### config.mk
export PLATFORM = sky130hd
export DESIGN_NAME = i2s_tdm_rcv
export DESIGN_NICKNAME = d
export VERILOG_FILES = /design/src/rtl/i2s_tdm_rcv.sv
export SDC_FILE = /design/constraint.sdc
export NUM_CORES = 1
export LEC_CHECK = 0
export BUFFER_PORTS_ARGS = -buffer_cell sky130_fd_sc_hd__buf_2
export CORE_MARGIN = 8
export CORE_UTILIZATION = 45
export CTS_CLUSTER_DIAMETER = 30
export DETAILED_ROUTE_END_ITERATION = 6
export GPL_TIMING_DRIVEN = 0
export PLACE_DENSITY = 0.63
export SLEW_MARGIN = 20
export SYNTH_ARGS = -nofsm -noshare
export SYNTH_HDL_FRONTEND = slang
export SYNTH_SLANG_ARGS = --single-unit
export TNS_END_PERCENT = 5
### constraint.sdc
create_clock -name xclk -period 2.4 [get_ports xclk]
set_input_delay 0.12 -clock xclk [delete_from_list [all_inputs] [get_ports xclk]]
set_output_delay 0.12 -clock xclk [all_outputs]
set_load 0.02 [all_outputs]
### src/rtl/i2s_tdm_rcv.sv
// I2S / left-justified / TDM serial audio receiver: brings BCLK, LRCLK and din into xclk,
// deframes CHANNELS slots per frame and reports slot words, frame words, errors and lock.
module i2s_tdm_rcv #(
    parameter  int SLOT_BITS   = 16,
    parameter  int CHANNELS    = 2,
    parameter  int MODE        = 0,
    parameter  int DSTRB       = 0,
    parameter  int LOCK_FRAMES = 4,
    parameter  int TIMEOUT     = 1023,
    localparam int FB          = CHANNELS * SLOT_BITS,
    localparam int CW          = $clog2(CHANNELS)
) (
    input  logic                 xclk,
    input  logic                 xrst,
    input  logic                 BCLK,
    input  logic                 LRCLK,
    input  logic                 din,
    output logic [FB-1:0]        xData,
    output logic                 xData_rdy,
    output logic [SLOT_BITS-1:0] slot_data,
    output logic [CW-1:0]        slot_num,
    output logic                 slot_rdy,
    output logic                 frame_err,
    output logic                 locked,
    output logic                 xBrise,
    output logic                 xLRfall
);
    localparam int SW = $clog2(SLOT_BITS);
    localparam int IW = $clog2(TIMEOUT + 1);

    typedef enum logic [1:0] {IDLE, RUN, DONE} state_t;

    logic [2:0]           bclk_s_q, lr_s_q, din_s_q;
    logic [7:0]           bclk_pos_q;
    logic                 samp_pend_q;
    logic [IW-1:0]        idle_cnt_q;
    logic                 xBrise_q, xLRfall_q;

    state_t               state_q;
    logic                 skip_q;
    logic [SW-1:0]        slot_bit_q;
    logic [CW-1:0]        slot_idx_q;
    logic [FB-1:0]        shadow_q, xData_q;
    logic [SLOT_BITS-1:0] slot_data_q;
    logic [CW-1:0]        slot_num_q;
    logic                 xData_rdy_q, slot_rdy_q, frame_err_q, locked_q;
    logic [7:0]           lock_cnt_q;

    logic brise_w, lrfall_w, din_w, sample_w, timeout_w, last_bit_w, last_slot_w;

    // Edges are taken between stages 2 and 3; din stage 3 therefore lines up with the edge.
    assign brise_w     = bclk_s_q[1] & ~bclk_s_q[2];
    assign lrfall_w    = ~lr_s_q[1] & lr_s_q[2];
    assign din_w       = din_s_q[2];
    assign sample_w    = samp_pend_q && (bclk_pos_q == 8'(DSTRB));
    assign timeout_w   = !brise_w && (idle_cnt_q == IW'(TIMEOUT - 1));
    assign last_bit_w  = (slot_bit_q == SW'(SLOT_BITS - 1));
    assign last_slot_w = (slot_idx_q == CW'(CHANNELS - 1));

    // NOTE: sequential state uses non-blocking assignments so every flop samples pre-edge values.
    always_ff @(posedge xclk) begin
        if (xrst) begin
            bclk_s_q    <= '0;
            lr_s_q      <= '0;
            din_s_q     <= '0;
            bclk_pos_q  <= '0;
            samp_pend_q <= 1'b0;
            idle_cnt_q  <= '0;
            xBrise_q    <= 1'b0;
            xLRfall_q   <= 1'b0;
        end else begin
            bclk_s_q  <= {bclk_s_q[1:0], BCLK};
            lr_s_q    <= {lr_s_q[1:0], LRCLK};
            din_s_q   <= {din_s_q[1:0], din};
            xBrise_q  <= brise_w;
            xLRfall_q <= lrfall_w;
            if (brise_w)                bclk_pos_q <= '0;
            else if (bclk_pos_q != '1)  bclk_pos_q <= bclk_pos_q + 8'd1;
            // The pending flag keeps a cleared counter after reset from looking like a strobe.
            if (brise_w)                samp_pend_q <= 1'b1;
            else if (sample_w)          samp_pend_q <= 1'b0;
            if (brise_w)                idle_cnt_q <= '0;
            else if (idle_cnt_q != IW'(TIMEOUT)) idle_cnt_q <= idle_cnt_q + IW'(1);
        end
    end

    // NOTE: the shift and output registers are small and feed outputs, so they are reset too.
    always_ff @(posedge xclk) begin
        if (xrst) begin
            state_q     <= IDLE;
            skip_q      <= 1'b0;
            slot_bit_q  <= '0;
            slot_idx_q  <= '0;
            shadow_q    <= '0;
            xData_q     <= '0;
            slot_data_q <= '0;
            slot_num_q  <= '0;
            xData_rdy_q <= 1'b0;
            slot_rdy_q  <= 1'b0;
            frame_err_q <= 1'b0;
            locked_q    <= 1'b0;
            lock_cnt_q  <= '0;
        end else begin
            xData_rdy_q <= 1'b0;
            slot_rdy_q  <= 1'b0;
            frame_err_q <= 1'b0;
            if (timeout_w) begin
                state_q    <= IDLE;
                lock_cnt_q <= '0;
                locked_q   <= 1'b0;
            end else begin
                case (state_q)
                    IDLE, DONE: begin
                        if (lrfall_w) begin
                            state_q    <= RUN;
                            skip_q     <= (MODE == 0);
                            slot_bit_q <= '0;
                            slot_idx_q <= '0;
                        end
                    end
                    RUN: begin
                        if (lrfall_w) begin
                            // Frame edge before the last bit: short frame, restart at bit 0.
                            frame_err_q <= 1'b1;
                            lock_cnt_q  <= '0;
                            locked_q    <= 1'b0;
                            skip_q      <= (MODE == 0);
                            slot_bit_q  <= '0;
                            slot_idx_q  <= '0;
                        end else if (sample_w) begin
                            if (skip_q) begin
                                skip_q <= 1'b0;
                            end else begin
                                shadow_q <= {shadow_q[FB-2:0], din_w};
                                if (last_bit_w) begin
                                    slot_data_q <= {shadow_q[SLOT_BITS-2:0], din_w};
                                    slot_num_q  <= slot_idx_q;
                                    slot_rdy_q  <= 1'b1;
                                    slot_bit_q  <= '0;
                                    slot_idx_q  <= slot_idx_q + 1'b1;
                                    if (last_slot_w) begin
                                        xData_q     <= {shadow_q[FB-2:0], din_w};
                                        xData_rdy_q <= 1'b1;
                                        state_q     <= DONE;
                                        if (lock_cnt_q < 8'(LOCK_FRAMES))
                                            lock_cnt_q <= lock_cnt_q + 8'd1;
                                        locked_q <= (lock_cnt_q + 8'd1 >= 8'(LOCK_FRAMES));
                                    end
                                end else begin
                                    slot_bit_q <= slot_bit_q + 1'b1;
                                end
                            end
                        end
                    end
                    default: state_q <= IDLE;
                endcase
            end
        end
    end

    assign xData     = xData_q;
    assign xData_rdy = xData_rdy_q;
    assign slot_data = slot_data_q;
    assign slot_num  = slot_num_q;
    assign slot_rdy  = slot_rdy_q;
    assign frame_err = frame_err_q;
    assign locked    = locked_q;
    assign xBrise    = xBrise_q;
    assign xLRfall   = xLRfall_q;
endmodule

# Word-level counts from Yosys, hierarchy flattened
# Cells that the tools add are included.
[word_totals]
register_bits = 130
input_bits = 5
word_cells = 118
out_inout_bits = 55
[classes]
reduce_logical = 26
n_bitwise = 10
mux = 38
n_eq_ne = 16
order_cmp = 2
add_sub_neg = 5
[op_table]
columns = ["operator", "count"]
rows = [
  ["two-way mux 8 bit", 6],
  ["AND reduction 6 bit", 4],
  ["two-way mux 4 bit", 5],
  ["two-way mux 1 bit", 17],
  ["adder 8 x 1 -> 8 bit (second input constant)", 2],
  ["AND reduction 5 bit", 3],
  ["two-way mux 2 bit", 6],
  ["!= test 2 bit (second input constant)", 6],
  ["nonzero test 2 bit", 6],
  ["adder 10 x 1 -> 10 bit (second input constant)", 1],
  ["equality test 10 bit (second input constant)", 1],
  ["!= test 10 bit (second input constant)", 1],
  ["!= test 3 bit (second input constant)", 3],
  [">= comparator 8 x 3 -> 1 bit (second input constant)", 1],
  ["logical NOT 8 bit", 1],
  ["< comparator 8 x 3 -> 1 bit (second input constant)", 1],
  ["!= test 8 bit (second input constant)", 1],
  ["inverter 1 bit", 8],
  ["one-hot mux 4 bit (2 select lines)", 1],
  ["AND reduction 7 bit", 1],
  ["OR reduction 7 bit", 1],
  ["OR reduction 2 bit", 3],
  ["OR reduction 6 bit", 1],
  ["adder 4 x 1 -> 4 bit (second input constant)", 1],
  ["13 further kinds", 16],
]

# Longest topological paths before layout
# Gate-level depths: netlist (run 1).
[logic_depth]
ltp_word = 7
depth_mapped = 8
ltp_nobuf = 7

# Least setup slack after synthesis (run 1)
# No wires, ideal clock.
[synth_path]
path_kind = "register -> register"
start = "register slot_bit_q[0]"
end = "register xData_q[3] (netlist: xData[3])"
setup_time_ps = 128
stages_incl_launch_ff = 9
arrival_time_ps = 1849
path_buffers = 2
synth_period_minus_slack_ps = 1977
required_ps = 2272
slack_ps = 423
path_cell_list = "dfxtp_1 > ha_1 > and3_1 > buf_2 > nand4_1 > nor3_4 > buf_4 > mux2i_1 > nor2_1"
[synth_between]
elab_chain_len = 2
[synth_rtl]
columns = ["item", "line_no", "rtl"]
rows = [
  ["from (decl)", "41", "logic [SW-1:0] slot_bit_q;"],
  ["from (signal assigned)", "150", "slot_bit_q <= slot_bit_q + 1'b1;"],
  ["equality test 4 bit", "57", "assign last_bit_w = (slot_bit_q == SW'(SLOT_BITS - 1));"],
  ["AND reduction 7 bit (no source line)", "--", ""],
  ["to (signal assigned)", "142", "xData_q <= {shadow_q[FB-2:0], din_w};"],
  ["to (decl)", "43", "logic [FB-1:0] shadow_q, xData_q;"],
]
# Every way passes these cells.
# A chain may end at the register's enable or synchronous reset.

# Worst setup path in the final report (run 1)
[layout_path]
start = "register bclk_pos_q[0]"
end = "register slot_bit_q[0]"
[layout_between]
elab_chain_len = 4
[layout_rtl]
columns = ["item", "line_no", "rtl"]
rows = [
  ["from (decl)", "34", "logic [7:0] bclk_pos_q;"],
  ["from (signal assigned)", "78", "else if (bclk_pos_q != '1) bclk_pos_q <= bclk_pos_q + 8'd1;"],
  ["logical NOT 8 bit", "55", "assign sample_w = samp_pend_q && (bclk_pos_q == 8'(DSTRB));"],
  ["logical AND 1 bit", "55", ""],
  ["!= test 3 bit (no source line)", "--", ""],
  ["AND reduction 5 bit (no source line)", "--", ""],
]
# Every way passes these cells.

==> flow_summary.toml, run 1 <==
[sta]
setup_tns_ns = 0
finalClockSkew_ns = 0.00701
finalSetupViolCount = 0
slew_violations = 0
worst_pin_slew_ns = 0.584
hold_slack_ns = 0.188
finalHoldViolCount = 0
slew_headroom_pct = 61.1
rsz0062_at_grt = "no"
finalCritPeriodShare_pct = 93.4
max_freq_ghz = 0.446
period_needed_ns = 2.24

[grt]
groute.layer.met1.usage_pct = 17.6
grt_max_degree = 17
grt-ovfl-total = 0
antenna_found_initial = 0
use_met3_pct = 6.38
grt_pass1_vias = 3865
grt_most_used_layer = "met2"
grt_pass1_wl_um = 18000
use_met2_pct = 24.3
grtUsageTotal_pct = 15.3

[worst_setup_path]
path_class = "flop to flop"
cp.arrival_ns = 2.70
crit_fanout = 5
start_kind = "flop"
worstPathRequired_ns = 2.86
end_kind = "flop"

[synthesis]
synth_top_area_share_pct = 52.0
synth-edff-count = 0
yosys.area_share.simple_pct = 25.0
synth_area_per_cell_um2 = 9.07
async_flop_share_pct = 0
ys_seq_area_share_pct = 52.0
synthXorXnorAreaFrac_pct = 1.05
synth-compound-area-share_pct = 9.62
synthDistinctLibCells = 48
synthTopCellsByArea = "dfxtp_1 (52%), mux2i_1 (7.6%), nand2_1 (7.2%)"
yosysTopAreaCell = "dfxtp_1"
ys_warn_count = 0
synthMuxAreaShare_pct = 7.60
synth-adder-area-share_pct = 1.50
synth_fp_nets = 563
synth_area_um2 = 5010
syn_inst = 552
ys_ff_latch = 130
synthFlopType = "dfxtp_1"
synth_top_family_by_area = "simple AND/OR/NAND/NOR gates"

[power_and_ir_drop]
power_uw = 4900
p_seq_share_pct = 44.7
power_switching_uw = 998
power.internal_uw = 3910
clock_power_share_pct = 52.9
p_sw_share_pct = 20.4
power_density_nw_per_um2 = 789
p_leak_uw = 0.00246
peakVddDrop_uv = 421
pwr-share-comb_pct = 2.4

[floorplan]
coreArea_um2 = 10800
boundaryPins = 60
rows = 38
die_w_um = 121
start_util_pct = 46.2
die_area_um2 = 14800
die_h_um = 121

[min_path]
hp-class = "input port to flop"

[finish]
layout.cells.non_filler = 795
num-fill-cells = 969
finalNetCount = 653
area_delta_synth_final_pct = 24.2
diodes = 0
final_common_cell = "dfxtp_1"
drive_gt1_share_pct = 18.6
multiInputGateArea_um2 = 2250
final_cell_mix = "dfxtp_1 (130), nand2_1 (96), buf_2 (65)"
layout.area.seq_um2 = 2600

[detailed_routing]
drc = 0
num_vias = 4014
wirelength_um = 11100
first_iter_violations = 228
avgViaCountPerCell = 5.05
wire_per_inst_um = 13.9
drtAntennaViolNets = 0
first_pass_iters = 4

[clocking]
numClockSinks = 130
cts_buffers = 17
clkTransAtPathRegs_ns = 0.06
cts_max_level = 4
clock_latency_ns = 0.53
clock_path_buffers = 2
cts_tree = "yes"
cts_root_buf = "clkbuf_8"

[place]
routabilityCongestion = 0.797
dpl.hpwl_um = 7700
port_buffers = 59
post-place-cells = 751

[run]
cap_violations = 0

[outcome]
status = "finished clean"
-- critical path, stage by stage (launching register included) --
cell,delay (ns)
dfxtp_1,0.32
inv_1,0.09
ha_1,0.19
or4b_1,0.50
nor3b_2,0.29
nand3b_1,0.23
or3_1,0.41
a21oi_1,0.14
-- area by class of cell --
type,count,area share [%]
flip-flops and latches,130,41.9
multi-input cells,386,36.2
clock buffers,23,7.67
repair buffers,71,6.52
well taps,140,2.82
plain buffers,30,2.48
clock inverters,9,2.05
inverters,6,0.362
-- stage by stage --
stage / instance area [µm²] / worst slack (ns) / util (%)
2_1_floorplan: 5010 / 0.423 / -
3_3_place_gp: 5480 / -0.0376 / 50.5
3_5_place_dp: 5480 / -0.0458 / 50.5
4_1_cts: 6130 / 0.00873 / 56.6
5_1_grt: 6220 / 0.00334 / 57.4
6_report: 6220 / 0.158 / 57.4
-- power by group through the flow --
| stage | clock, µW | combinational [µW] | sequential [µW] |
|---|---|---|---|
| 4_1_cts | 2650 | 118 | 2190 |
| 2_1_floorplan | 0 | 80.7 | 2230 |
| 3_5_place_dp | 0 | 114 | 2240 |
| 6_report | 2600 | 118 | 2190 |
| 5_1_grt | 2750 | 132 | 2190 |
| 3_3_place_gp | 0 | 112 | 2240 |
-- repair_timing --
| action | in CTS | in global routing |
|---|---|---|
| buffers inserted | 1 | 8 |
| pin swaps | 1 | 4 |
| endpoints found under the setup margin | 29 | 73 |
| gates resized for setup | 0 | 6 |
| hold endpoints to repair | 3 | 0 |
| hold buffers | 3 | 0 |
-- sequential cells by signal, indices dropped and copies added, names as in the netlist --
register / flops
slot_bit_q: 4
locked: 1
slot_data: 16
state_q: 2
bclk_s_q: 3
slot_num: 1
idle_cnt_q: 10
samp_pend_q: 1
xData: 32
din_s_q: 3
last_slot_w: 1
skip_q: 1
xData_rdy: 1
lock_cnt_q: 8
frame_err: 1
bclk_pos_q: 8
xLRfall: 1
xBrise: 1
shadow_q: 31
lr_s_q: 3
slot_rdy: 1
-- per-layer routing --
metal  up-vias  part of all wire [%]
met4         0                   2.0
met2        70                    48
met3        18                   5.4
met5         -                     0
met1      1859                    45
li1       2067                     -
-- cell usage after synthesis, drive strengths merged (4+ instances only) --
library cell,instances
dfxtp,130
nand2,96
nor2,61
a21oi,57
mux2i,38
nand3,24
clkbuf,19
nor2b,14
buf,11
nor3,11
and3,7
a211oi,6
ha,6
inv,6
and2,5
nand2b,5
nand4,5
o21ai,5
a31oi,4
or2,4
-- worst paths after layout --
check / start / end / slack (ns) / cells after the start
worst max register to register: bclk_pos_q[0]$_SDFFE_PP0P_ / slot_bit_q[0]$_SDFFE_PP0P_ / 0.16 / 7
worst min-delay path: xrst / state_q[1]$_SDFFE_PP0P_ / 0.19 / 4
worst min register to register: din_s_q[1]$_SDFF_PP0_ / din_s_q[2]$_SDFF_PP0_ / 0.44 / 1
worst max-delay path: bclk_pos_q[0]$_SDFFE_PP0P_ / slot_bit_q[0]$_SDFFE_PP0P_ / 0.16 / 7
-- cells by family (layout without fill, tap and decap cells) --
| logic type | count (synthesis) | count (layout) |
|---|---|---|
| AOI/OAI and AO/OA | 84 | 84 |
| xor gates and xnor gates | 6 | 6 |
| adders and majority gates | 6 | 6 |
| buffers and inverters | 36 | 139 |
| DFF | 130 | 130 |
| muxes | 38 | 38 |
| and+or+nand+nor | 252 | 252 |
Note: power is estimated with default switching activity, not from simulation.
==> inputs of run 2 (changes only) <==
--- a/config.mk
+++ b/config.mk
@@ -6,7 +6,7 @@
 export NUM_CORES = 1
 export LEC_CHECK = 0
 export BUFFER_PORTS_ARGS = -buffer_cell sky130_fd_sc_hd__buf_2
-export CORE_MARGIN = 8
+export CORE_MARGIN = 2
 export CORE_UTILIZATION = 45
 export CTS_CLUSTER_DIAMETER = 30
 export DETAILED_ROUTE_END_ITERATION = 6
==> run 2 against run 1 <==
  * Total power decreased by 5.8%
  * Worst hold slack got worse by 0.014 ns
  * Critical path depth rose by 1
  * First-iteration DRC count shrank 17%
  * Combinational power is essentially flat
  * Sequential share of layout area rose by 0.78 points
  * Critical path type unchanged
  * Largest cell class unchanged
  * Highest routed layer unchanged
==> flow_summary.toml, run 2 (synthesized netlist as in run 1, its figures left out) <==
[sta]
period_needed_ns = 2.24
finalCritPeriodShare_pct = 93.3
hold_slack_ns = 0.173
max_freq_ghz = 0.447
worst_pin_slew_ns = 0.584
slew_headroom_pct = 61.1
finalHoldViolCount = 0
setup_ws_ns = 0.161
slew_violations = 0
finalSetupViolCount = 0
rsz0062_at_grt = "yes"
finalClockSkew_ns = 0.00700

[power_and_ir_drop]
power_switching_uw = 1090
p_seq_share_pct = 47.4
power_density_nw_per_um2 = 757
p_leak_uw = 0.00240
power.internal_uw = 3530
pwr-share-comb_pct = 2.5
p_sw_share_pct = 23.6
clock_power_share_pct = 50.1
peakVddDrop_uv = 444

[worst_setup_path]
end_kind = "flop"
path_delay_family = "simple AND/OR/NAND/NOR gates"
cp.arrival_ns = 2.64
crit_fanout = 10
crit_buf_inv = 2
path_class = "flop to flop"
start_kind = "flop"
worstPathRequired_ns = 2.80
cp_slowest_stage_delay_ns = 0.37
cp_cell_sequence = "ha_1 -> and3_1 -> buf_2 -> nand4_1 -> nor3_4 -> buf_4 -> mux2i_1 -> nor2_1"
worst_path_max_delay_cell = "dfxtp_1"

[finish]
final_cell_mix = "dfxtp_1 (130), nand2_1 (96), buf_2 (66)"
largest_reg_flops = 32
diodes = 0
final_common_cell = "dfxtp_1"
layout.cells.non_filler = 794
drive_gt1_share_pct = 18.5
area_delta_synth_final_pct = 21.9
finalNetCount = 652

[detailed_routing]
first_pass_iters = 4
drc = 0
num_vias = 4062
avgViaCountPerCell = 5.12
wire_per_inst_um = 13.3
first_iter_violations = 189
drtAntennaViolNets = 0
wirelength_um = 10600

[place]
dp_slack_ns = -0.0686
dpl.hpwl_um = 7320
post-place-cells = 751
port_buffers = 59
routabilityCongestion = 0.819

[grt]
antenna_found_initial = 0
grt-ovfl-total = 0
grtUsageTotal_pct = 18.6
grt_max_degree = 17
grt_pass1_wl_um = 17200
grt_pass1_vias = 3667

[floorplan]
rows = 38
die_w_um = 109
die_h_um = 109
die_area_um2 = 12000
coreArea_um2 = 10800
start_util_pct = 46.2
boundaryPins = 60

[clocking]
numClockSinks = 130
clock_path_buffers = 2
cts.repair.resized = 0
clock_latency_ns = 0.53
cts_tree = "yes"
cts_buffers = 17
clkTransAtPathRegs_ns = 0.06
cts_max_level = 4
cts_root_buf = "clkbuf_8"

[run]
cap_violations = 0

[min_path]
hp-class = "input port to flop"

[outcome]
status = "finished clean"
## run 2: worst paths after layout
path	startpoint	to	slack [ns]	cells past startpoint
hold / removal	xrst	state_q[1]$_SDFFE_PP0P_	0.17	4
setup / recovery	slot_bit_q[0]$_SDFFE_PP0P_	xData[12]$_SDFFE_PP0P_	0.16	8
setup reg to reg	slot_bit_q[0]$_SDFFE_PP0P_	xData[12]$_SDFFE_PP0P_	0.16	8
hold reg to reg	din_s_q[0]$_SDFF_PP0_	din_s_q[1]$_SDFF_PP0_	0.43	1
## run 2: what timing repair did
| action | CTS | global route |
|---|---|---|
| setup buffers | 1 | 7 |
| pin swaps | 1 | 3 |
| endpoints found under the hold margin | 3 | 0 |
| gates cloned | 0 | 0 |
| endpoints found under the setup margin | 29 | 76 |
| hold buffers | 3 | 0 |
## run 2: power by group through the flow
stage	clock network, µW	logic, µW	registers (µW)
after CTS	2360	118	2190
after global placement	0	112	2240
after detailed placement	0	113	2240
after global routing	2460	131	2190
after floorplan	0	80.7	2230
final	2320	115	2190
## run 2: worst reg2reg max path, cell delays in order (launching register included)
cell	delay, ns
dfxtp_1	0.37
ha_1	0.23
and3_1	0.16
buf_2	0.21
nand4_1	0.26
nor3_4	0.33
buf_4	0.27
mux2i_1	0.23
nor2_1	0.06
## run 2: area by class of cell
type,instances,area [µm²]
Clock inverter,13,104
Inverter,6,22.5
Buffer,30,140
Fill cell,970,4740
Timing Repair Buffer,70,385
Sequential cell,130,2600
Multi-Input combinational cell,386,2240
Tap cell,140,175
Clock buffer,19,432
## run 2: metal layers
layer,part of all wire [%],GRT usage [%],vias to the layer above
met5,0,0,-
met4,1.2,6.96,0
met3,3.9,5.81,11
met2,48,30.9,67
met1,47,22.6,1908
li1,-,-,2076
## run 2: metrics by stage
stage	area, µm²	setup TNS, ns	total power, µW	utilization [%]
floorplan	5010	0	2310	-
global placement	5480	-0.173	2350	50.5
detailed placement	5480	-1.12	2350	50.5
CTS	6050	0	4670	55.8
global route	6100	-0.266	4780	56.3
finish	6100	0	4620	56.3
